--- config.mk ---
export PLATFORM = sky130hd
export DESIGN_NAME = adc_sample_averager
export DESIGN_NICKNAME = d
export VERILOG_FILES = /design/src/rtl/adc_sample_averager.sv
export SDC_FILE = /design/constraint.sdc
export NUM_CORES = 1
export LEC_CHECK = 0
export CAP_MARGIN = 20
export CELL_PAD_IN_SITES_DETAIL_PLACEMENT = 0
export CELL_PAD_IN_SITES_GLOBAL_PLACEMENT = 2
export CORE_MARGIN = 2
export CORE_UTILIZATION = 33
export CTS_CLUSTER_SIZE = 28
export DETAILED_ROUTE_END_ITERATION = 7
export PLACE_DENSITY_LB_ADDON = 0.15
export SYNTH_ARGS = -nofsm -noshare
export SYNTH_HDL_FRONTEND = slang
export SYNTH_SLANG_ARGS = --single-unit
--- constraint.sdc ---
create_clock -name clk_50MHz -period 3.6 [get_ports clk_50MHz]
set_input_delay 1.08 -clock clk_50MHz [delete_from_list [all_inputs] [get_ports clk_50MHz]]
set_output_delay 1.08 -clock clk_50MHz [all_outputs]
set_load 0.005 [all_outputs]
--- src/rtl/adc_sample_averager.sv ---
// adc_sample_averager: syncs the deserializer new-data flag into clk_50MHz and
// emits the average, min and max of every 2^LOG2_AVG captured samples.
module adc_sample_averager #(
  parameter int LOG2_AVG = 4,
  parameter int DATA_W   = 16
) (
  input  logic              clk_50MHz,
  input  logic              reset_n,
  input  logic              enable,
  input  logic              avg_clear,
  input  logic              new_data_flag,
  input  logic [DATA_W-1:0] adc_data,
  output logic [DATA_W-1:0] avg_data,
  output logic [DATA_W-1:0] avg_min,
  output logic [DATA_W-1:0] avg_max,
  output logic              avg_valid,
  output logic [LOG2_AVG:0] fill_count
);
  localparam int AW = DATA_W + LOG2_AVG;
  localparam int CW = LOG2_AVG + 1;
  localparam logic [LOG2_AVG:0] N = CW'(1) << LOG2_AVG;
  typedef enum logic {ACCUM, DUMP} state_t;
  state_t            state_q, state_d;
  logic [2:0]        sync_q;
  logic [DATA_W-1:0] sample_q, sample_d;
  logic              vld_q, vld_d;
  logic [AW-1:0]     acc_q, acc_d, base_acc;
  logic [LOG2_AVG:0] cnt_q, cnt_d, base_cnt;
  logic [DATA_W-1:0] min_q, min_d, base_min, max_q, max_d, base_max;
  logic [DATA_W-1:0] avg_q, avg_d, omin_q, omin_d, omax_q, omax_d;
  logic              valid_q, valid_d;
  logic              edge_w, abort, dump;
  assign edge_w = sync_q[1] & ~sync_q[2];
  assign abort  = ~enable | avg_clear;
  assign dump   = (state_q == DUMP) & ~abort;
  always_comb begin
    sample_d = edge_w ? adc_data : sample_q;
    vld_d    = edge_w & ~abort;
    // A sample landing in the DUMP cycle starts the next window instead of being lost
    base_acc = (state_q == DUMP) ? '0 : acc_q;
    base_cnt = (state_q == DUMP) ? '0 : cnt_q;
    base_min = (state_q == DUMP) ? '1 : min_q;
    base_max = (state_q == DUMP) ? '0 : max_q;
    acc_d    = abort ? '0 : vld_q ? base_acc + AW'(sample_q) : base_acc;
    cnt_d    = abort ? '0 : vld_q ? base_cnt + CW'(1) : base_cnt;
    min_d    = abort ? '1 : (vld_q && sample_q < base_min) ? sample_q : base_min;
    max_d    = abort ? '0 : (vld_q && sample_q > base_max) ? sample_q : base_max;
    state_d  = (!abort && vld_q && cnt_d == N) ? DUMP : ACCUM;
    valid_d  = dump;
    avg_d    = dump ? acc_q[AW-1:LOG2_AVG] : avg_q;
    omin_d   = dump ? min_q : omin_q;
    omax_d   = dump ? max_q : omax_q;
  end
  always_ff @(posedge clk_50MHz or negedge reset_n) begin
    if (!reset_n) begin
      state_q  <= ACCUM;
      sync_q   <= '0;
      sample_q <= '0;
      vld_q    <= 1'b0;
      acc_q    <= '0;
      cnt_q    <= '0;
      min_q    <= '1;
      max_q    <= '0;
      avg_q    <= '0;
      omin_q   <= '0;
      omax_q   <= '0;
      valid_q  <= 1'b0;
    end else begin
      state_q  <= state_d;
      sync_q   <= {sync_q[1:0], new_data_flag};
      sample_q <= sample_d;
      vld_q    <= vld_d;
      acc_q    <= acc_d;
      cnt_q    <= cnt_d;
      min_q    <= min_d;
      max_q    <= max_d;
      avg_q    <= avg_d;
      omin_q   <= omin_d;
      omax_q   <= omax_d;
      valid_q  <= valid_d;
    end
  end
  assign avg_data   = avg_q;
  assign avg_min    = omin_q;
  assign avg_max    = omax_q;
  assign avg_valid  = valid_q;
  assign fill_count = cnt_q;
endmodule

==> results by stage <==
Power and ir drop:
- The worst vdd rail ir drop is 0.000343 V.
- For this design the static power due to leakage is 0.00397 µW.
- Dividing total power by cell area gives a power density of 407 nW/µm².

Hold path:
- The min-delay analysis places its worst path in the category register to register.

Synth:
- The number of enable flip-flop cells after synthesis is 0.
- The post-synthesis instance total is 669.
- The distinct cell type count after synthesis is 69.
- The synthesized design devotes to its leading area cell type 39.9% of total area.
- Yosys printed 0 warnings.
- The most common flop cell mapped by yosys is dfrtp_1.
- Counting flops with an async set or reset pin after synthesis yields a share of 100%.
- After synthesis the netlist holds a flip-flop and latch count of between 100 and 150.
- Of all cell types, the one taking the most synthesized area is dfrtp_1.
- In this run the cell area of the synthesized design comes to roughly 7000 µm².
- In this run the mean area of a mapped cell was approximately 10 µm².
- The net count of the mapped netlist is 731.
- In the post-synthesis netlist, the biggest area contributors are dfrtp_1 (40%), mux2_2 (8.9%), ha_1 (7.2%).
- Sequential cells were found to cover 45.9% of the synthesized design area.

Critical path:
- In this run the critical register-to-register path is launched from state_q$_DFF_PN0_.
- Following the worst setup path forward leads to its endpoint at acc_q[14]$_DFF_PN0_.
- The path type of the worst setup path is register to register.
- Traced cell by cell, the critical path runs through nor2b_4 -> ha_2 -> inv_1 -> fa_2 -> nor2b_1 -> o211a_1 -> a211oi_2 -> o22ai_2 -> a221oi_2 -> nor4_4 -> o21ai_1 -> a21o_1 -> o311a_1 -> mux2i_1 -> nand2_1.
- The count of buffer and inverter cells on the critical path is 1.
- The worst setup slack for register-to-register paths is 230 ps.
- In this run the critical register-to-register path is captured at acc_q[14]$_DFF_PN0_.
- STA classifies the critical path startpoint as a register.
- For this design, the slowest cell found on the critical path is dfrtp_1.
- On the worst path, the slowest cell contributes a delay of 440 ps.
- The worst setup path is captured at a register.
- The worst-path maximum fanout is 4.
- The number of cells on the critical path is 15.
- The required time reported for the critical path endpoint is roughly 3900 ps.
- The dominant delay contributor by cell family on the critical path is compound AO/OA/AOI/OAI gates.
- The startpoint of the worst setup timing path is state_q$_DFF_PN0_.
- STA puts the critical path data arrival time at 3680 ps.
- The number of cells on the worst reg-to-reg path is 15.

Die:
- The standard cell core area is 20900 µm².
- The floorplan die area is 22300 µm².
- From bottom edge to top edge, the die measures 149 µm.
- The starting density of the core is 33.3%.
- 75 I/O pins were placed.
- The count of standard-cell rows is 53.
- Measured along the x axis, the die boundary spans ~150 µm.

Timing:
- Setup repair after global routing left no endpoint under its margin.
- The worst hold-check slack is 347 ps.
- The worst slew margin relative to its limit is 59.5%.
- The post-route setup TNS is 0 ps.
- In the post-route analysis, the smallest setup slack over all paths is 231 ps.
- Across the routed clock network, the largest skew measured is roughly 11 ps.
- Dividing the final minimum period by the clock period gives slightly above 90%.
- Setup violations remaining at the end of the flow were counted as 0.
- For this run, the top clock speed supported by timing is 0.297 GHz.
- The hold violation count in the final report is 0.
- At the pin with the least slew margin, the transition time is 608 ps.
- The final max-slew violation count is 0.
- Counting I/O delays and the setup requirement, the final critical path takes 3370 ps.

Detailed routing:
- The DRC violations left is 0.
- For this block, the initial DRC count from the detailed router was 268.
- The first TritonRoute pass finished after 4 iterations.
- In the final routed layout, each cell accounts on average for about 17 µm.
- Using the TritonRoute via totals, the vias-per-cell ratio works out to 4.99.
- After detailed routing, the total wire length is 17800 µm.
- The via count is 5126.
- The remaining antenna violation count after routing is 0.

Final layout:
- The layout overhead on the synthesized area is 24.3%.
- The share of final-layout standard cells stronger than drive strength 1 is 18.9%.
- Once layout is complete, the cells apart from fillers number 1027.
- The top cell types in the final layout, fill and taps aside, are dfrtp_1 (111), clkdlybuf4s50_1 (73), nand2_1 (69).
- The number of nets in the layout is 801.
- The post-route core utilization is between 40% and 50%.
- The most common cell after layout, fill and taps aside is dfrtp_1.
- The antenna diode instance count is 0.

Placed design:
- The count of input and output buffers is 74.
- The minimum setup slack after placement is 160 ps.
- Counting tap cells, the placed design contains a total of 995 instances.
- The final HPWL from detailed placement is 12400 µm.
- Routability-driven placement finished with a final weighted congestion of ~0.82.

Clock network:
- The number of buffers created by CTS is 17.
- In this run, post-CTS hold repair placed 0 buffers.
- The number of levels the H-tree was split into is 4.
- The clock transition time at the flip-flop clock pins of the worst setup and hold paths is around 60 ps.
- For this design, the sink count on the clock tree is 127.
- The number of setup buffers added after CTS is 0.
- The number of gates resized after CTS is 0.
- The tree is rooted in a clkbuf_16.
- At the later pin of the worst-skew pair, clock insertion delay measures 430 ps.
- The largest buffer count on any clock path is 2.
- The CTS tree is yes.

GRT:
- The largest net degree at the start of global routing is 51.
- The first-pass GRT wire length is a little under 30000 µm.
- The total overflow reported by the global router is 0.
- The initial antenna violation count is 0.
- The via count of the first global-routing pass came to around 5300.
- For this run, the total global-route usage over all layers was measured as 17.1%.

Job:
- Max-cap violations in this run came to 0.

Status:
- The flow ran to the end, and the final reports show no timing, DRC or antenna violations.
-- synth_stat cells, types with 4 or more instances --
master and instances:
a21o_1 13, a21oi_1 18, and2_0 4, and2_1 16, buf_1 10, clkbuf_1 20
dfrtp_1 111, dfstp_2 16, ha_1 40, inv_1 22, mux2_1 5, mux2_2 55
mux2i_1 21, nand2_1 70, nand2b_1 4, nand3_1 10, nand4_1 7, nor2_1 56
nor2b_1 29, nor3b_1 4, o211ai_1 4, o21ai_0 39, or2_2 4, xnor2_1 15
xor2_1 10
-- flip-flops by register name, indices dropped and copies added, names as in the netlist --
signal / cells
acc_q: 20
fill_count: 5
avg_min: 16
vld_q: 1
state_q: 1
avg_max: 16
max_q: 16
avg_valid: 1
avg_data: 16
sync_q: 3
sample_q: 16
min_q: 16
-- cells by family (layout without fill, tap and decap cells) --
group / after synthesis / after routing / share of synthesized area (%)
simple gates: 222 / 222 / 15.8
flops: 127 / 127 / 45.9
compound gates: 111 / 111 / 11.0
mux: 81 / 81 / 12.7
buf+inv: 58 / 141 / 3.31
fa+ha+maj: 45 / 45 / 8.09
xor+xnor: 25 / 25 / 3.15
-- cell type report --
| class | count | area (µm²) |
|---|---|---|
| timing repair buffer | 86 | 878 |
| clock buffer | 22 | 454 |
| tap | 275 | 344 |
| fill | 2023 | 12200 |
| multi-input combinational | 484 | 3570 |
| clock inverter | 10 | 115 |
| sequential | 127 | 3200 |
| inverter | 23 | 88.8 |
-- worst min path at each step --
stage | start | end | slack [ps] | cells after the start
2_1_floorplan | sync_q[0]$_DFF_PN0_ | sync_q[1]$_DFF_PN0_ | 330 | 0
5_1_grt | sync_q[0]$_DFF_PN0_ | sync_q[1]$_DFF_PN0_ | 370 | 0
4_1_cts | sync_q[0]$_DFF_PN0_ | sync_q[1]$_DFF_PN0_ | 350 | 0
3_3_place_gp | sync_q[0]$_DFF_PN0_ | sync_q[1]$_DFF_PN0_ | 340 | 0
3_5_place_dp | sync_q[0]$_DFF_PN0_ | sync_q[1]$_DFF_PN0_ | 340 | 0
6_report | sync_q[0]$_DFF_PN0_ | sync_q[1]$_DFF_PN0_ | 350 | 0
-- routing by layer --
layer  wire length [µm]  GRT usage, %  part of all wire, %
met1               8830          24.5                   50
met5                  0             0                    0
met3                627          3.12                  3.5
met2               8090          26.2                   45
met4                242          5.29                  1.4
-- stage by stage --
stage,instance area (µm²),power (µW)
6_report,8650,3530
5_1_grt,8650,3690
4_1_cts,8640,3580
3_5_place_dp,8070,1870
3_3_place_gp,8070,1870
2_1_floorplan,6990,1720
-- report_power, final --
part / total, µW / switching, µW / internal (µW) / leakage (µW)
clock: 1680 / 649 / 1030 / 0.000270
sequential: 1530 / 68.3 / 1460 / 0.00169
combinational: 315 / 185 / 130 / 0.00201
total: 3530 / 902 / 2620 / 0.00397
(Power assumes the default switching activity.)
